===== src/rtl/apb_pkg.sv =====
// apb_pkg: shared definitions for the APB3 requester.
//   - default bus widths and timeout depth
//   - FSM state encoding (IDLE, SETUP, ACCESS, RESP)
//   - response codes (OKAY, SLVERR, TIMEOUT, MISALIGN) and decode helpers
package apb_pkg;

  localparam int DEF_APB_ADDR_WIDTH = 5;
  localparam int DEF_APB_DATA_WIDTH = 32;
  localparam int DEF_TIMEOUT_CYCLES = 16;

  typedef enum logic [1:0] {
    IDLE   = 2'd0,
    SETUP  = 2'd1,
    ACCESS = 2'd2,
    RESP   = 2'd3
  } apb_state_e;

  typedef enum logic [1:0] {
    OKAY     = 2'd0,
    SLVERR   = 2'd1,
    TIMEOUT  = 2'd2,
    MISALIGN = 2'd3
  } apb_rsp_e;

  function automatic logic rsp_is_err(input apb_rsp_e code);
    return code != OKAY;
  endfunction

  function automatic logic rsp_is_timeout(input apb_rsp_e code);
    return code == TIMEOUT;
  endfunction

endpackage


===== src/rtl/apb_timeout_cnt.sv =====
// apb_timeout_cnt: counts ACCESS cycles spent waiting for PREADY.
//   clk_i  in  clock
//   rst_i  in  synchronous active-high reset
//   clr_i  in  restart count at 0 (asserted in SETUP)
//   en_i   in  increment (ACCESS with PREADY low)
//   tc_o   out count == TIMEOUT_CYCLES-1; tied low when TIMEOUT_CYCLES == 0
module apb_timeout_cnt
  import apb_pkg::*;
#(
  parameter int TIMEOUT_CYCLES = DEF_TIMEOUT_CYCLES
) (
  input  logic clk_i,
  input  logic rst_i,
  input  logic clr_i,
  input  logic en_i,
  output logic tc_o
);

  localparam int CW = (TIMEOUT_CYCLES > 1) ? $clog2(TIMEOUT_CYCLES) : 1;
  localparam bit TMO_EN = (TIMEOUT_CYCLES > 0);
  // For TIMEOUT_CYCLES == 0 this value is meaningless; tc_o is gated off.
  localparam logic [CW-1:0] LAST = CW'(TIMEOUT_CYCLES - 1);

  logic [CW-1:0] cnt_q;

  // The FSM leaves ACCESS on the terminal count, so no wrap guard is needed.
  always_ff @(posedge clk_i) begin
    if (rst_i || clr_i) cnt_q <= '0;
    else if (en_i)      cnt_q <= cnt_q + 1'b1;
  end

  assign tc_o = TMO_EN && (cnt_q == LAST);

endmodule


===== src/rtl/apb_master_ctrl.sv =====
// apb_master_ctrl: APB3 requester, one transfer in flight.
//   PCLK, PRESET          clock, synchronous active-high reset
//   cmd_*                 valid/ready command in (write, byte addr, wdata)
//   rsp_*                 valid/ready response out (rdata, err, timeout)
//   PSEL..PWDATA          APB requester outputs
//   PRDATA,PREADY,PSLVERR APB completer inputs
// Misaligned commands (addr[1:0] != 0) skip the bus and answer with an error.
// A completer that never raises PREADY is cut off after TIMEOUT_CYCLES ACCESS cycles.
module apb_master_ctrl
  import apb_pkg::*;
#(
  parameter int APB_ADDR_WIDTH = DEF_APB_ADDR_WIDTH,
  parameter int APB_DATA_WIDTH = DEF_APB_DATA_WIDTH,
  parameter int TIMEOUT_CYCLES = DEF_TIMEOUT_CYCLES
) (
  input  logic                      PCLK,
  input  logic                      PRESET,
  input  logic                      cmd_valid_i,
  output logic                      cmd_ready_o,
  input  logic                      cmd_write_i,
  input  logic [APB_ADDR_WIDTH-1:0] cmd_addr_i,
  input  logic [APB_DATA_WIDTH-1:0] cmd_wdata_i,
  output logic                      rsp_valid_o,
  input  logic                      rsp_ready_i,
  output logic [APB_DATA_WIDTH-1:0] rsp_rdata_o,
  output logic                      rsp_err_o,
  output logic                      rsp_timeout_o,
  output logic                      PSEL,
  output logic                      PENABLE,
  output logic                      PWRITE,
  output logic [APB_ADDR_WIDTH-1:0] PADDR,
  output logic [APB_DATA_WIDTH-1:0] PWDATA,
  input  logic [APB_DATA_WIDTH-1:0] PRDATA,
  input  logic                      PREADY,
  input  logic                      PSLVERR
);

  apb_state_e                state_q;
  apb_rsp_e                  rsp_code_q;
  logic                      cmd_ready_q;
  logic                      psel_q, penable_q, pwrite_q;
  logic [APB_ADDR_WIDTH-1:0] paddr_q;
  logic [APB_DATA_WIDTH-1:0] pwdata_q;
  logic                      rsp_valid_q;
  logic [APB_DATA_WIDTH-1:0] rsp_rdata_q;
  logic                      tmo_tc;

  apb_timeout_cnt #(
    .TIMEOUT_CYCLES (TIMEOUT_CYCLES)
  ) u_tmo (
    .clk_i (PCLK),
    .rst_i (PRESET),
    .clr_i (state_q == SETUP),
    .en_i  ((state_q == ACCESS) && !PREADY),
    .tc_o  (tmo_tc)
  );

  always_ff @(posedge PCLK) begin
    if (PRESET) begin
      state_q     <= IDLE;
      cmd_ready_q <= 1'b1;
      psel_q      <= 1'b0;
      penable_q   <= 1'b0;
      pwrite_q    <= 1'b0;
      paddr_q     <= '0;
      pwdata_q    <= '0;
      rsp_valid_q <= 1'b0;
      rsp_rdata_q <= '0;
      rsp_code_q  <= OKAY;
    end else begin
      unique case (state_q)
        IDLE: begin
          if (cmd_valid_i) begin
            cmd_ready_q <= 1'b0;
            if (cmd_addr_i[1:0] != 2'b00) begin
              // No bus activity at all; the APB outputs keep their old values.
              state_q     <= RESP;
              rsp_valid_q <= 1'b1;
              rsp_rdata_q <= '0;
              rsp_code_q  <= MISALIGN;
            end else begin
              state_q  <= SETUP;
              psel_q   <= 1'b1;
              pwrite_q <= cmd_write_i;
              paddr_q  <= cmd_addr_i;
              pwdata_q <= cmd_wdata_i;
            end
          end
        end
        SETUP: begin
          state_q   <= ACCESS;
          penable_q <= 1'b1;
        end
        ACCESS: begin
          // PREADY is tested first so a completion on the terminal cycle is not lost.
          if (PREADY) begin
            state_q     <= RESP;
            psel_q      <= 1'b0;
            penable_q   <= 1'b0;
            rsp_valid_q <= 1'b1;
            rsp_rdata_q <= (!pwrite_q && !PSLVERR) ? PRDATA : '0;
            rsp_code_q  <= PSLVERR ? SLVERR : OKAY;
          end else if (tmo_tc) begin
            state_q     <= RESP;
            psel_q      <= 1'b0;
            penable_q   <= 1'b0;
            rsp_valid_q <= 1'b1;
            rsp_rdata_q <= '0;
            rsp_code_q  <= TIMEOUT;
          end
        end
        RESP: begin
          if (rsp_ready_i) begin
            state_q     <= IDLE;
            cmd_ready_q <= 1'b1;
            rsp_valid_q <= 1'b0;
            rsp_rdata_q <= '0;
            rsp_code_q  <= OKAY;
          end
        end
        default: state_q <= IDLE;
      endcase
    end
  end

  assign cmd_ready_o   = cmd_ready_q;
  assign rsp_valid_o   = rsp_valid_q;
  assign rsp_rdata_o   = rsp_rdata_q;
  assign rsp_err_o     = rsp_is_err(rsp_code_q);
  assign rsp_timeout_o = rsp_is_timeout(rsp_code_q);
  assign PSEL          = psel_q;
  assign PENABLE       = penable_q;
  assign PWRITE        = pwrite_q;
  assign PADDR         = paddr_q;
  assign PWDATA        = pwdata_q;

endmodule


===== config.mk =====
export PLATFORM = sky130hd
export DESIGN_NAME = apb_master_ctrl
export DESIGN_NICKNAME = d
export VERILOG_FILES = /design/src/rtl/apb_pkg.sv /design/src/rtl/apb_timeout_cnt.sv /design/src/rtl/apb_master_ctrl.sv
export SDC_FILE = /design/constraint.sdc
export NUM_CORES = 1
export LEC_CHECK = 0
export ABC_AREA = 1
export CORE_AREA = 10 10 84 140
export DETAILED_ROUTE_END_ITERATION = 6
export DIE_AREA = 0 0 94 150
export PLACE_DENSITY = 0.74
export SLEW_MARGIN = 40
export SYNTH_ARGS = -nofsm -noshare
export SYNTH_HDL_FRONTEND = slang
export SYNTH_SLANG_ARGS = --single-unit

===== constraint.sdc =====
create_clock -name PCLK -period 1.6 [get_ports PCLK]
set_input_delay 0.32 -clock PCLK [delete_from_list [all_inputs] [get_ports PCLK]]
set_output_delay 0.32 -clock PCLK [all_outputs]
set_load 0.02 [all_outputs]

# After elaboration in Yosys (flattened, before gate mapping)
# Index checks and enable logic that the tools add are counted.
[classes]
bitwise_logic = 1
add_sub_neg = 1
muxes = 34
reduce_logical = 19
eq_ne = 10
[op_table]
columns = ["cell", "count"]
rows = [
  ["$mux W32", 6],
  ["$pmux W32 S3", 1],
  ["$mux W2", 9],
  ["$mux W1", 12],
  ["$reduce_bool A2 Y1", 5],
  ["$reduce_and A3 Y1", 3],
  ["$ne A2 B2 Y1 const B", 4],
  ["$pmux W2 S4", 1],
  ["$eq A2 B2 Y1 const B", 3],
  ["$pmux W1 S2", 3],
  ["$pmux W2 S3", 1],
  ["$reduce_and A5 Y1", 1],
  ["$add A4 B1 Y4 const B", 1],
  ["$eq A4 B4 Y1 const B", 1],
  ["$reduce_and A4 Y1", 1],
  ["$logic_not A1 Y1", 3],
  ["$ne A3 B3 Y1 const B", 1],
  ["$pmux W1 S3", 1],
  ["$reduce_bool A3 Y1", 1],
  ["$eq A2 B1 Y1 const B", 1],
  ["$logic_and A1 B1 Y1", 2],
  ["$logic_not A2 Y1", 1],
  ["$reduce_and A2 Y1", 1],
  ["$logic_or A1 B1 Y1", 1],
  ["$not A1 Y1", 1],
]
[totals]
out_inout_bits = 76
input_bits = 76
elab_cells = 76
register_bits = 82

# Depth between registers and ports, before layout
# Gate-level depths: netlist of the first run.
[depth]
ltp_word = 5
mapped_depth = 10
mapped_depth_nobuf = 10

# Hierarchy
# A second synthesis of the first run with hierarchy kept.
[unflattened]
hier_cells = 541
area_unflattened_um2 = 3550.9
[modules_own_cells]
columns = ["mod", "seq_area_each_um2", "cells_per_inst", "instances", "area_each_um2"]
rows = [
  ["apb_master_ctrl", 1561.5, 517, 1, 3374.5],
  ["apb_timeout_cnt", 80.1, 24, 1, 176.4],
]

# Worst setup path after synthesis of the first run
# Ideal clock, no wire load.
[synth_timing]
kind = "flip-flop to flip-flop"
from = "reg state_q[0]"
to = "reg rsp_rdata_q[10] (netlist: rsp_rdata_o[10])"
stages_incl_launch_ff = 10
synth_period_minus_slack_ns = 1.486
required_ns = 1.487
setup_time_ns = 0.113
setup_slack_ns = 0.114
path_buffers = 1
arrival_ns = 1.373
cell_sequence = "dfxtp_1 > inv_1 > ha_1 > nand2_1 > nand2_1 > inv_2 > buf_1 > nand4_1 > nand2_1 > nor2_1"
[synth_between]
elab_chain_len = 3
elab_cells_between_ends = 10
classes_between = "6 x eq/ne; 1 x mux; 3 x reduce/logical"
[synth_lines]
columns = ["element", "line_no", "text"]
rows = [
  ["start, declared", "apb_master_ctrl.sv:38", "apb_state_e state_q;"],
  ["start signal, assigned", "apb_master_ctrl.sv:60", "state_q <= IDLE;"],
  ["start signal, assigned", "apb_master_ctrl.sv:77", "state_q <= RESP;"],
  ["start signal, assigned", "apb_master_ctrl.sv:82", "state_q <= SETUP;"],
  ["$eq A2 B2 Y1 or $logic_not A2 Y1 (tied branches)", "apb_master_ctrl.sv:71", "unique case (state_q)"],
  ["$ne A3 B3 Y1 (no line), or another cell as far along", "-", ""],
  ["$reduce_and A5 Y1 (no line)", "-", ""],
  ["end signal, assigned", "apb_master_ctrl.sv:101", "rsp_rdata_q <= (!pwrite_q && !PSLVERR) ? PRDATA : '0;"],
  ["end, declared", "apb_master_ctrl.sv:45", "logic [APB_DATA_WIDTH-1:0] rsp_rdata_q;"],
]
# Several ways; a longest one is shown, not always the timed one.
# A chain may end at the register's enable or synchronous reset.

# Worst setup path after layout of the first run
[layout_timing]
from = "reg state_q[0]"
to = "reg rsp_rdata_q[21] (netlist: rsp_rdata_o[21])"
# Same word-level chain as after synthesis.

==> results.toml, run 1 <==
[drt]
postRouteAntennaNets = 0
drt-initial-drc-count = 124
wl_per_cell_um = 15.00
drc = 0
wirelength_um = 11730
dr.pass1.iters = 4
avgViaCountPerCell = 4.790
vias = 3746

[floorplanning]
die_area_um2 = 14100
ioPinCount = 152
initial_core_util_pct = 36.78
core-area_um2 = 9409
die_x_um = 94
core.rowCount = 47
fp.dieH_um = 150

[sta]
timing.final.crit_period_ns = 1.554
timing.hold.ws_ns = 0.4521
drv_slew = 0
timing.final.crit_share_pct = 97.14
skew_ns = 0.007331
setup_ws_ns = 0.04577
hold_viol_final = 0
worstMarginPinSlew_ns = 0.2819
setup_viol = 0
fmax_ghz = 0.6434
max-slew-margin-rel_pct = 81.21

[final_layout]
area_growth_pct = 64.68
diodes = 0
drive_above_1_share_pct = 12.58
final-instance-count-excl-fill = 782
num-nets-final = 736
fin_area_um2 = 5699

[placed_design]
pre_cts_ws_ns = -0.1438
dp_hpwl_um = 8917
placed_area_um2 = 5323
port-buffer-count = 151
gp_congestion = 0.8262
place.detailed.instances = 760

[pwr]
powerDensity_nw_per_um2 = 1755
ir_drop_uv = 804.4
p_leak_nw = 2.670

[logic_synthesis]
synth_warnings = 0
synth_common_cells = "nand2_1 (132), nor2_1 (87), dfxtp_1 (82)"
synth.distinct_cells = 22
synth_most_common_cell = "nand2_1"
yosys-top-cells-area = "dfxtp_1 (47%), nand2_1 (14%), nor2_1 (9.4%)"
synth-async-reset-ratio_pct = 0
yosysTopAreaCellShare_pct = 47.43
yosysTopAreaCell = "dfxtp_1"
syn_area_um2 = 3461
avgSynthCellArea_um2 = 7.092
synth-edff-count = 0
synth-seq-cells = 82
synth-main-ff-cell = "dfxtp_1"
synth_nets = 569
yosysSeqAreaShare_pct = 47.43
synth_cells = 488

[global_route]
grt_max_degree = 40
grt_pass1_vias = 3741
grt_usage_pct = 15.85
antenna_found_initial = 0
grt_pass1_wl_um = 18030
grt_overflow_total = 0

[setup_path]
cp_max_fo = 8
worstPathRequired_ns = 1.87
crit_arrival_ns = 1.82
critical_path_class = "reg -> reg"
endpoint_kind = "flip-flop"
critPathLaunchType = "flip-flop"

[clocking]
insertion_delay_ns = 0.34
clkSinkCount = 82
numCtsBuffers = 9
clkTransAtPathRegs_ns = 0.07
postCtsHoldBufs = 0
root_buffer = "clkbuf_16"
htree_levels = 3
cts_tree = "yes"
clockBufferDepth = 2

[worst_hold_path]
hold_path.class = "reg -> reg"

[run]
max_cap_violations = 0

[run_status]
outcome = "finished clean"
==> cells in the final DEF, fill, tap and decap left out, drive strengths merged <==
master | netlist | layout
a211oi | 1 | 1
a21boi | 1 | 1
a21oi | 41 | 41
buf | 25 | 37
clkbuf | 9 | 12
clkdlybuf4s15 | 0 | 1
clkdlybuf4s50 | 0 | 75
clkinvlp | 0 | 3
dfxtp | 82 | 82
dlygate4sd2 | 0 | 71
dlymetal6s2s | 0 | 4
ha | 5 | 5
inv | 27 | 30
nand2 | 133 | 133
nand3 | 36 | 36
nand4 | 31 | 31
nor2 | 89 | 89
o211ai | 1 | 1
o21ai | 5 | 5
or2 | 2 | 2
==> cells by family (layout without fill, tap and decap cells) <==
logic type,Yosys count,in the layout,share of synthesized area (%)
AO/OA/AOI/OAI,49,49,7.303
flip-flops,82,82,47.43
buffers and inverters,61,233,7.701
AND/OR/NAND/NOR,291,291,35.76
adder cells (fa/ha/maj),5,5,1.808
==> state kept, by name (all words and copies together), names as in the netlist <==
name         count
PADDR            5
PENABLE          1
PSEL             1
PWDATA          32
PWRITE           1
cmd_ready_o      1
rsp_code_q       2
rsp_rdata_o     32
rsp_valid_o      1
state_q          2
u_tmo.cnt_q      4
==> cell type report <==
class                      count  area [um2]
fill                         890        3710
timing repair buffer         190        1888
sequential                    82        1649
multi-input combinational    345        1630
clock buffer                  10       229.0
tap                          122       152.6
inverter                      27       101.3
clock inverter                 6       48.80
==> worst max-delay path, cell delays in order, from the launching register on <==
cell	delay [ns]
dfxtp_2	0.32
buf_4	0.14
ha_4	0.16
nand2_2	0.08
nand2_2	0.07
inv_2	0.08
nand2_4	0.06
nor2_4	0.23
clkbuf_16	0.21
nor2_1	0.04
nor2_1	0.10
==> worst paths after layout <==
check	from	endpoint	slack, ns	cells past startpoint
max	state_q[0]	rsp_rdata_o[21]	0.05	10
min	PADDR[0]	PADDR[0]	0.45	2
max reg2reg	state_q[0]	rsp_rdata_o[21]	0.05	10
min reg2reg	PADDR[0]	PADDR[0]	0.45	2
==> metal layers <==
metal,global-route usage [%],up-vias,share of wire (%)
met1,15.08,1667,35
met3,8.275,27,11
li1,-,1905,-
met5,0,-,0
met4,6.947,0,3.4
met2,27.50,147,51
==> stage by stage <==
| stage | power [mW] | util (%) | setup TNS (ns) |
|---|---|---|---|
| after floorplan | 5.789 | - | 0 |
| after global placement | 7.821 | 56.57 | -3.394 |
| after detailed placement | 7.937 | 56.57 | -5.002 |
| after CTS | 9.548 | 58.64 | 0 |
| after global routing | 10.72 | 60.57 | -0.08309 |
| final | 10.00 | 60.57 | 0 |
==> where the power goes <==
part           internal, mW  switching, mW
clock                  1.07          0.864
sequential             2.62          0.341
combinational          2.24           2.87
==> repair_timing <==
action	4_1_cts	5_1_grt
gates cloned	0	3
setup endpoints to repair	103	76
gates resized for setup	75	28
setup buffers	0	3
pin swaps	0	15
hold endpoints to repair	0	0
No activity file was read; power rests on OpenSTA's default activity.
==> run 2: changes to the inputs <==
--- a/config.mk
+++ b/config.mk
@@ -8,2 +8,3 @@
 export ABC_AREA = 1
+export CAP_MARGIN = 25
 export CORE_AREA = 10 10 84 140
==> constraint.sdc (replaced) <==
create_clock -name PCLK -period 1.6 [get_ports PCLK]
set_input_delay 0.16 -clock PCLK [delete_from_list [all_inputs] [get_ports PCLK]]
set_output_delay 0.16 -clock PCLK [all_outputs]
set_load 0.02 [all_outputs]
==> run 2 against run 1 <==
Against the previous run: cell area increased by 1.4%; flip-flop and latch count unchanged; routed wire length about the same; combinational power grew 4.7%; maximum frequency increased by 1.6%; worst hold slack worse by 0.074 ns; worst setup slack improved by 0.024 ns; largest cell class unchanged; clock skew fell by 0.0029 ns; via count is 0.21% higher; cell count shrank 1.3%; global-route usage fell by 0.26 points.
==> results.toml, run 2 (same netlist as run 1, synthesis figures left out) <==
[placed_design]
place.detailed.instances = 751
placed_area_um2 = 5255
pre_cts_ws_ns = -0.04496
port-buffer-count = 151
dp_hpwl_um = 8714
gp_congestion = 0.8211

[sta]
fmax_ghz = 0.6535
drv_slew = 0
hold_viol_final = 0
timing.final.crit_period_ns = 1.530
setup_ws_ns = 0.06973
max-slew-margin-rel_pct = 80.84
setup_viol = 0
worstMarginPinSlew_ns = 0.2866
timing.hold.ws_ns = 0.3785
final.setup.tns_ns = 0
timing.final.crit_share_pct = 95.64
skew_ns = 0.004440

[clocking]
root_buffer = "clkbuf_16"
htree_levels = 3
numCtsBuffers = 9
clkSinkCount = 82
insertion_delay_ns = 0.33
clkTransAtPathRegs_ns = 0.06
clockBufferDepth = 2
cts_tree = "yes"

[worst_hold_path]
hold_path.class = "in -> reg"
min_from = "cmd_wdata_i[13]"

[setup_path]
cp-startpoint = "state_q[1]"
critical_path_class = "reg -> reg"
cp_max_fo = 8
rr_startpoint = "state_q[1]"
crit_arrival_ns = 1.80
critPathLaunchType = "flip-flop"
endpoint_kind = "flip-flop"
worstPathRequired_ns = 1.87

[drt]
avgViaCountPerCell = 4.863
vias = 3754
drt-initial-drc-count = 170
wl_per_cell_um = 15.20
dr.pass1.iters = 5
drc = 0
wirelength_um = 11730
postRouteAntennaNets = 0

[global_route]
grt_pass1_vias = 3687
grt_overflow_total = 0
antenna_found_initial = 0
grt_pass1_wl_um = 17710
grt_max_degree = 40
grt_usage_pct = 15.60

[final_layout]
utilization_pct = 61.44
final-instance-count-excl-fill = 772
final_cell_mix = "clkdlybuf4s50_1 (149), nand2_1 (128), nor2_1 (85), dfxtp_1 (78), a21oi_1 (41)"
diodes = 0
fillers = 831
final_common_cell = "clkdlybuf4s50_1"
area_growth_pct = 67.03
drive_above_1_share_pct = 11.38
register_area_um2 = 1649
multi_input_area_um2 = 1640
num-nets-final = 726
fin_area_um2 = 5781

[floorplanning]
die_area_um2 = 14100
fp.dieH_um = 150
core-area_um2 = 9409
die_x_um = 94
initial_core_util_pct = 36.78
core.rowCount = 47
ioPinCount = 152

[run_status]
outcome = "finished clean"

[pwr]
ir_drop_uv = 845.9
p_leak_nw = 2.317
power_mw = 10.70
powerDensity_nw_per_um2 = 1851

[run]
max_cap_violations = 0
## run 2: metal layers
layer  up-vias  GRT usage, %  wire length, um
li1       1886             -                -
met1      1700         15.20             4213
met5         -             0                0
met3        17         8.074             1297
met4         0         6.260              237
met2       151         26.94             5984
## run 2: report_power, final
part           switching [mW]  internal (mW)  total (mW)
clock                   0.819           1.57        2.39
sequential              0.333           2.62        2.96
combinational            2.89           2.47        5.35
total                    4.04           6.66        10.7
## run 2: worst paths after layout
path | endpoint | slack [ns] | cells after the start
setup reg to reg | rsp_rdata_o[16] | 0.07 | 10
setup / recovery | rsp_rdata_o[16] | 0.07 | 10
hold reg to reg | PADDR[1] | 0.45 | 2
hold / removal | PWDATA[13] | 0.38 | 3
## run 2: worst max-delay path, stage by stage (launching register included)
cell	delay, ns
dfxtp_4	0.40
inv_4	0.05
ha_4	0.18
nand2_2	0.07
nand2_2	0.05
inv_2	0.07
nand2_4	0.06
nor2_4	0.24
clkbuf_16	0.22
nor2_1	0.04
nor2_1	0.08
## run 2: layout make-up
type,instances,share of cell area (%)
Tap cell,122,2.641
Clock inverter,6,1.970
Sequential cell,82,28.53
Timing Repair Buffer,180,32.55
Clock buffer,10,4.134
Multi-Input combinational cell,345,28.38
Inverter,27,1.797
## run 2: repair_timing
item / in CTS / in global routing
gates resized for setup: 3 / 25
gates cloned: 0 / 3
buffers inserted: 0 / 2
pin swaps: 0 / 16
endpoints found under the setup margin: 33 / 40
hold buffers: 0 / 0
==> run 3: changes to the inputs <==
Settings changed: CORE_AREA 10 10 84 140 to 10 10 80 134, DIE_AREA 0 0 94 150 to 0 0 90 144, PLACE_DENSITY 0.74 to 0.78, RECOVER_POWER from default to 50.
Clock period 1.6 ns to 1.7 ns, I/O delays scaled along.
==> run 3 against run 2 <==
Against the previous run: largest cell class unchanged; cell count down 0.78%; clock-buffer cell count up 1; clock power down 10%; non-clock buffer count down 2.
==> results.toml, run 3 (same netlist as run 1, synthesis figures left out) <==
[floorplanning]
core.rowCount = 45
ioPinCount = 152
die_x_um = 90
initial_core_util_pct = 40.71
core-area_um2 = 8502
die_area_um2 = 12960
fp.dieH_um = 144

[setup_path]
cp_max_fo = 3
path_delay_family = "buffers and inverters"
cpPeakStageDelay_ns = 0.55
crit_arrival_ns = 1.48
worst_path_max_delay_cell = "clkdlybuf4s50_1"
critical_path_class = "reg -> out"
worst-path-buf-inv = 1
endpoint_kind = "primary output"
critPathLaunchType = "flip-flop"
crit_chain = "or2_2 -> clkdlybuf4s50_1"
worstPathRequired_ns = 1.53

[placed_design]
port-buffer-count = 151
dp_hpwl_um = 8592
gp_congestion = 0.8035
place.detailed.instances = 746

[pwr]
powerDensity_nw_per_um2 = 1709
ir_drop_uv = 884.3
p_leak_nw = 2.463

[drt]
avgViaCountPerCell = 4.807
postRouteAntennaNets = 0
drc = 0
wirelength_um = 11280
vias = 3682
wl_per_cell_um = 14.72
drt-initial-drc-count = 130
dr.pass1.iters = 4

[sta]
drv_slew = 0
skew_ns = 0.006128
timing.final.crit_period_ns = 1.645
max-slew-margin-rel_pct = 79.02
worstMarginPinSlew_ns = 0.3137
fmax_ghz = 0.6077
setup_viol = 0
grt_setup_unrepaired = "false"
final.setup.tns_ns = 0
timing.final.crit_share_pct = 96.79
hold_viol_final = 0

[clocking]
numCtsBuffers = 9
clkTransAtPathRegs_ns = 0.06
root_buffer = "clkbuf_16"
insertion_delay_ns = 0.33
clkSinkCount = 82
htree_levels = 3
cts_tree = "yes"
clockBufferDepth = 2

[global_route]
antenna_found_initial = 0
grt_pass1_vias = 3767
grt_usage_pct = 17.13
grt_overflow_total = 0
grt_pass1_wl_um = 18240
grt_max_degree = 38

[final_layout]
area_growth_pct = 62.33
final_common_cell = "nand2_1"
final-instance-count-excl-fill = 766
drive_above_1_share_pct = 9.399
diodes = 0
num-nets-final = 725
final_cell_mix = "nand2_1 (131), nor2_1 (85), dfxtp_1 (81), clkdlybuf4s50_1 (80), dlygate4sd3_1 (70)"

[run]
max_cap_violations = 0

[worst_hold_path]
hold_path.class = "in -> reg"

[run_status]
outcome = "finished clean"
-- run 3: power by group --
part	internal, mW	switching, mW	leakage [nW]
combinational	2.06	2.67	1.63
sequential	2.46	0.267	0.670
clock	1.37	0.771	0.162
total	5.89	3.71	2.46
-- run 3: worst paths after layout --
kind | from | endpoint | slack (ns) | cells past startpoint
hold / removal | cmd_addr_i[2] | PADDR[2] | 0.38 | 3
hold reg to reg | PADDR[0] | PADDR[0] | 0.45 | 2
setup reg to reg | state_q[1] | PSEL | 0.12 | 9
setup / recovery | rsp_code_q[1] | rsp_err_o | 0.05 | 2
-- run 3: area by class of cell --
| cell class | count | area, um2 |
|---|---|---|
| fillers | 726 | 2884 |
| repair buffers | 178 | 1795 |
| multi-input cells | 346 | 1594 |
| clock inverters | 5 | 85.08 |
| well taps | 117 | 146.4 |
| inverters | 27 | 101.3 |
| clock buffers | 11 | 252.7 |
| flip-flops and latches | 82 | 1643 |
-- run 3: through the flow --
stage          util [%]  area (um2)  power [mW]  setup slack (ns)  hold slack [ns]
6_report          66.08        5618       9.602           0.05455           0.3842
5_1_grt           66.08        5618       10.29          0.001381           0.3848
4_1_cts           65.06        5532       9.585          0.007865           0.3761
3_5_place_dp      60.85        5174       7.312           -0.1410           0.4479
3_3_place_gp      60.85        5174       7.197           -0.1146           0.4428
2_1_floorplan         -        3461       5.448            0.2136           0.3136
-- run 3: layer usage --
layer	vias to the layer above	wire length [um]	GRT usage [%]
met2	131	5823	31.30
li1	1887	-	-
met4	0	342	7.912
met3	22	1129	8.303
met1	1642	3981	15.65
met5	-	0	0
-- run 3: what timing repair did --
| item | in CTS | in global routing |
|---|---|---|
| gates resized for setup | 4 | 12 |
| setup buffers | 0 | 3 |
| gates cloned | 1 | 0 |
| setup endpoints to repair | 35 | 38 |
| hold buffers | 0 | 0 |
| pin swaps | 1 | 2 |
-- run 3: worst reg2reg max path, cell delays in order (launching register included) --
cell,delay [ns]
dfxtp_1,0.38
inv_1,0.08
ha_2,0.21
buf_4,0.14
nand3_1,0.13
buf_4,0.28
nand2_1,0.09
nand2_1,0.06
nand2_1,0.04
a21oi_1,0.11
==> edit 1, RTL diff (flow settings as in run 3) <==
The 4 states of `apb_state_e` get a one-hot encoding in 4 bits.
--- a/src/rtl/apb_pkg.sv
+++ b/src/rtl/apb_pkg.sv
@@ -8,11 +8,11 @@
   localparam int DEF_APB_DATA_WIDTH = 32;
   localparam int DEF_TIMEOUT_CYCLES = 16;
 
-  typedef enum logic [1:0] {
-    IDLE   = 2'd0,
-    SETUP  = 2'd1,
-    ACCESS = 2'd2,
-    RESP   = 2'd3
+  typedef enum logic [3:0] {
+    IDLE   = 4'b0001,
+    SETUP  = 4'b0010,
+    ACCESS = 4'b0100,
+    RESP   = 4'b1000
   } apb_state_e;
 
   typedef enum logic [1:0] {
Formal check against the unedited RTL: no difference found for any inputs over 4 cycles, from zero or initial values and one cycle with PRESET high; so few cycles prove little.
==> edit 1 against run 3 <==
- final area decreased by 1.9%
- critical path depth increased by 1
- global-route usage decreased by 0.67 points
- clock skew decreased by 2.5 ps
- critical endpoint unchanged
- utilization decreased by 1.3 points
- routed wire length decreased by 2.1%
- synthesized cell count increased by 2.0%
- setup slack improved by 63 ps
- synthesized area increased by 2.2%
- sequential cell count increased by 2
Power is not compared: it rests on default switching activity, and its combinational part moved more than twofold at a synthesized area within 25%.
==> edit 1: results (changes against run 3) <==
Status
  • Status: finished, final reports clean

Placement
  • Post-DP HPWL: 8470 um (-1.4%)
  • RD Place Congestion: 0.790 (-1.7%)

Global route
  • Largest net degree at the start of global routing: 45 (+18%)
  • Total track usage: 16.5% (-0.67 points)
  • Global-route wire length before repair: 17,600 um (-3.4%)

Worst setup path
  • CP startpoint: rsp_code_q[0]
  • Reg2reg setup slack: 140 ps (+20 ps)
  • Highest-delay cell along the critical path: clkdlybuf4s50_1
  • Crit Path Max Fanout: 2 (-1)
  • Reg2reg end: rsp_rdata_o[17]
  • Max incr delay on CP: 610 ps (+60 ps)
  • R2r startpoint: u_tmo.cnt_q[1]
  • Cells on worst reg2reg path: 10 (+1)

Routing
  • Vias post-DR: 3,683 (+0.027%)
  • Drt initial violations: 137 (+5.4%)

Logic synthesis
  • Post-Synth XOR/XNOR Area: 0% (unchanged)
  • Synth area leaders: dfxtp_1 48%, nor2_1 17%, nand2_1 6.5%, nand3_1 5.5%, o21ai_0 5.5%
  • Synth Area in Compound Gates: 6.51% (-0.79 points)
  • Sequential-to-total area share from yosys stat: 47.6% (+0.13 points)
  • Yosys cell types: 23 (+4.5%)
  • Synth top cells by count: 159 x nor2_1, 84 x dfxtp_1, 61 x nand2_1
  • Synth Area in Adders: 0.354% (-1.5 points)
  • Net Count, Synth: 575 (+1.1%)

Pwr
  • VDD IR-drop max: ~0.86 mV

Cells and area
  • Share of cells above drive strength 1: 7.30% (-2.1 points)
  • Final nets: 716 (-1.2%)
  • FILL cells: 750 (+3.3%)

Timing
  • Setup Skew: 3.66 ps (-2.46 ps)
  • Relative max-transition margin: 79.6% (+0.62 points)

Worst hold path
  • Worst Hold Launch: PRESET
  • Hold path depth: 2 (-1)
==> edit 1: per-layer routing <==
layer  GRT usage (%)  vias up  wire (um)
met4            5.39        0        161
met5               0        -          0
met2            29.6      160       5630
met1            15.7     1629       3950
li1                -     1879          -
met3            8.82       15       1290
==> edit 1: logic make-up (layout without fill, tap and decap cells) <==
family                     after synthesis  after routing
AOI/OAI and AO/OA                       45             45
adders and majority gates                1              1
buffers and inverters                   66            212
DFF                                     84             84
and+or+nand+nor                        302            302
==> edit 1: power breakdown <==
part,leakage (nW),switching [W],total (W),internal (W)
sequential,0.688,0.000133,0.00236,0.00223
clock,0.148,0.000807,0.00210,0.00129
combinational,1.48,0.00108,0.00197,0.000888
==> edit 1: stage by stage <==
step | utilization, % | cells | setup WS (ps) | cell area (um^2) | hold WS (ps)
finish | 64.8 | 761 | 118 | 5510 | 433
floorplan | - | 498 | 344 | 3540 | 239
global placement | 60.8 | 743 | 73.5 | 5170 | 432
CTS | 64.7 | 759 | 43.9 | 5500 | 427
detailed placement | 60.8 | 743 | 1.65 | 5170 | 440
global route | 64.8 | 761 | 9.92 | 5510 | 463
==> edit 1: area by class of cell <==
class	instances	share of cell area [%]
inverters	31	2.11
well taps	117	2.66
clock inverters	7	1.82
clock buffers	9	4.09
repair buffers	165	30.7
flip-flops and latches	84	30.5
multi-input cells	348	28.0
==> edit 1: what timing repair did <==
item / CTS / global route
endpoints found under the hold margin: 0 / 0
gates resized for setup: 0 / 3
setup buffers: 0 / 1
hold buffers: 0 / 0
endpoints found under the setup margin: 0 / 11
==> edit 1: how the worst min path moves through the flow <==
stage | end | slack [ps]
after floorplan | state_q[2] | 240
after global placement | PADDR[0] | 430
after detailed placement | PADDR[0] | 440
after CTS | state_q[1] | 430
after global routing | PWDATA[1] | 460
final | state_q[1] | 430
==> edit 2, RTL diff (flow settings as in run 3) <==
Without the edit above. The package constant `DEF_APB_ADDR_WIDTH` goes from 5 to 6.
--- a/src/rtl/apb_pkg.sv
+++ b/src/rtl/apb_pkg.sv
@@ -4,7 +4,7 @@
 //   - response codes (OKAY, SLVERR, TIMEOUT, MISALIGN) and decode helpers
 package apb_pkg;
 
-  localparam int DEF_APB_ADDR_WIDTH = 5;
+  localparam int DEF_APB_ADDR_WIDTH = 6;
   localparam int DEF_APB_DATA_WIDTH = 32;
   localparam int DEF_TIMEOUT_CYCLES = 16;
 
Interface: changed (resized PADDR and cmd_addr_i); port bits go from 152 to 154. No check against the original RTL was run, so the function may have changed too.
==> edit 2 against run 3 <==
- critical path depth stayed put
- power is 0.40% higher
- sequential cell count rose by 1
- combinational power fell by 2%
- synthesized area rose by 1.2%
- cell count shrank 0.26%
- routed wire length about the same
- final area is 0.11% lower
- setup slack improved by 2.8 ps
- largest power group unchanged
==> edit 2: results (changes against run 3) <==
Placement
  • Post-DP HPWL: 8760 um (+2.0%)
  • RD Place Congestion: 0.859 (+6.9%)
  • Placement Cell Area: 5240 um^2 (+1.2%)
  • Port bufs: 153 (+1.3%)

Global route
  • Total track usage: 16.8% (-0.36 points)
  • Initial antenna violation count: 0 (unchanged)
  • Largest net degree at the start of global routing: 33 (-13%)
  • Global-route wire length before repair: 17,800 um (-2.5%)
  • Vias in the first global route: 3,610 (-4.2%)

Timing
  • Relative max-transition margin: 81.1% (+2.1 points)
  • Setup Skew: 4.32 ps (-1.81 ps)

Worst hold path
  • Hold Crit Class: in -> reg

Logic synthesis
  • Synth async-reset ratio: 0% (unchanged)
  • Top cell type's share of synthesized area: 47.4% (about the same)
  • Synth warnings: 0 (unchanged)
  • Yosys cell types: 21 (-4.5%)
  • Synth top cells by count: 135 x nand2_1, 85 x nor2_1, 83 x dfxtp_1
  • Synth area leaders: dfxtp_1 47%, nand2_1 14%, nor2_1 9.1%, a21oi_1 6.1%, nand4_1 5.5%
  • Net Count, Synth: 574 (+0.88%)
  • Synth Flop Type: dfxtp_1
  • Sequential-to-total area share from yosys stat: 47.4% (about the same)

Worst setup path
  • CP delay by family, top: buffers and inverters
  • Critical Path AT: ~1500 ps
  • Highest-delay cell along the critical path: clkdlybuf4s50_1
  • Max incr delay on CP: 540 ps
  • Crit Path Max Fanout: 3 (unchanged)

Routing
  • Drt initial violations: 187 (+44%)
  • Drt first pass iters: 4 (unchanged)
  • Vias per cell: 4.89 (+1.8%)
  • DRT Wirelength: 11,300 um (about the same)

Pwr
  • Clock power share: 22.8% (+0.5 points)
  • Seq. pwr: 0.00279 W (+2%)
  • Int Pwr: 0.00601 W (+2.0%)
  • NetSw: 0.00363 W (-2.1%)
  • VDD IR-drop max: 0.723 mV (-18%)
  • Leakage: 2.24 nW (-9.0%)

Cells and area
  • Share of cells above drive strength 1: 8.19% (-1.2 points)
  • N_diodes: 0 (unchanged)
  • Final nets: 725 (unchanged)
  • FILL cells: 732 (+0.83%)

CTS
  • H-tree depth: 3 (unchanged)
  • Post-CTS Setup Bufs: 0 (unchanged)
  • Gates resized, CTS repair: 0 (-4)
  • Clk buf depth: 2 (unchanged)
  • Clock Tree Root: clkbuf_16
  • Later-pin clock latency in the skew report: 330 ps (about the same)
  • Clock transition at path regs: 60 ps (about the same)
  • Cts bufs inserted: 9 (unchanged)

Status
  • Status: finished, final reports clean
## edit 2: final cells by class
type,count,share of cell area (%)
well taps,117,2.61
clock inverters,6,2.03
multi-input cells,347,28.1
flip-flops and latches,83,29.7
clock buffers,9,4.01
repair buffers,175,31.8
inverters,27,1.81
## edit 2: cell families (layout without fill, tap and decap cells)
kind of cell,Yosys count,count (layout),synth area share (%)
AND/OR/NAND/NOR,291,291,35.3
flip-flops,83,83,47.4
buffers and inverters,62,217,8.00
AO/OA/AOI/OAI,51,51,7.50
adder cells (fa/ha/maj),5,5,1.79
## edit 2: worst reg2reg max path, delay by kind of cell (launching register included)
family                     cells  cell delay [ps]
adders and majority gates      1              230
DFF                            1              340
and+or+nand+nor                6              570
buffers and inverters          3              350
## edit 2: path summary, 6_finish.rpt
check / from / endpoint / slack [ps] / cells past startpoint
hold reg to reg: PADDR[0] / PADDR[0] / 450 / 2
hold / removal: cmd_wdata_i[14] / PWDATA[14] / 380 / 3
setup reg to reg: state_q[0] / rsp_rdata_o[4] / 130 / 10
setup / recovery: rsp_code_q[1] / rsp_err_o / 60 / 2
## edit 2: per-layer routing
layer  share of wire (%)  GRT usage, %  vias up
met5                   0             0        -
met2                  52          30.5      160
met1                  34          14.9     1680
met3                  12          10.1       16
li1                    -             -     1881
met4                 1.8          5.98        0
## edit 2: per-stage QoR
stage	TNS [ps]	util, %	setup slack, ps	std cells
global route	-7.38	66.0	-7.38	764
floorplan	0	-	223	492
CTS	0	65.6	37.2	763
detailed placement	0	61.6	69.4	748
finish	0	66.0	57.3	764
global placement	0	61.6	92.7	748
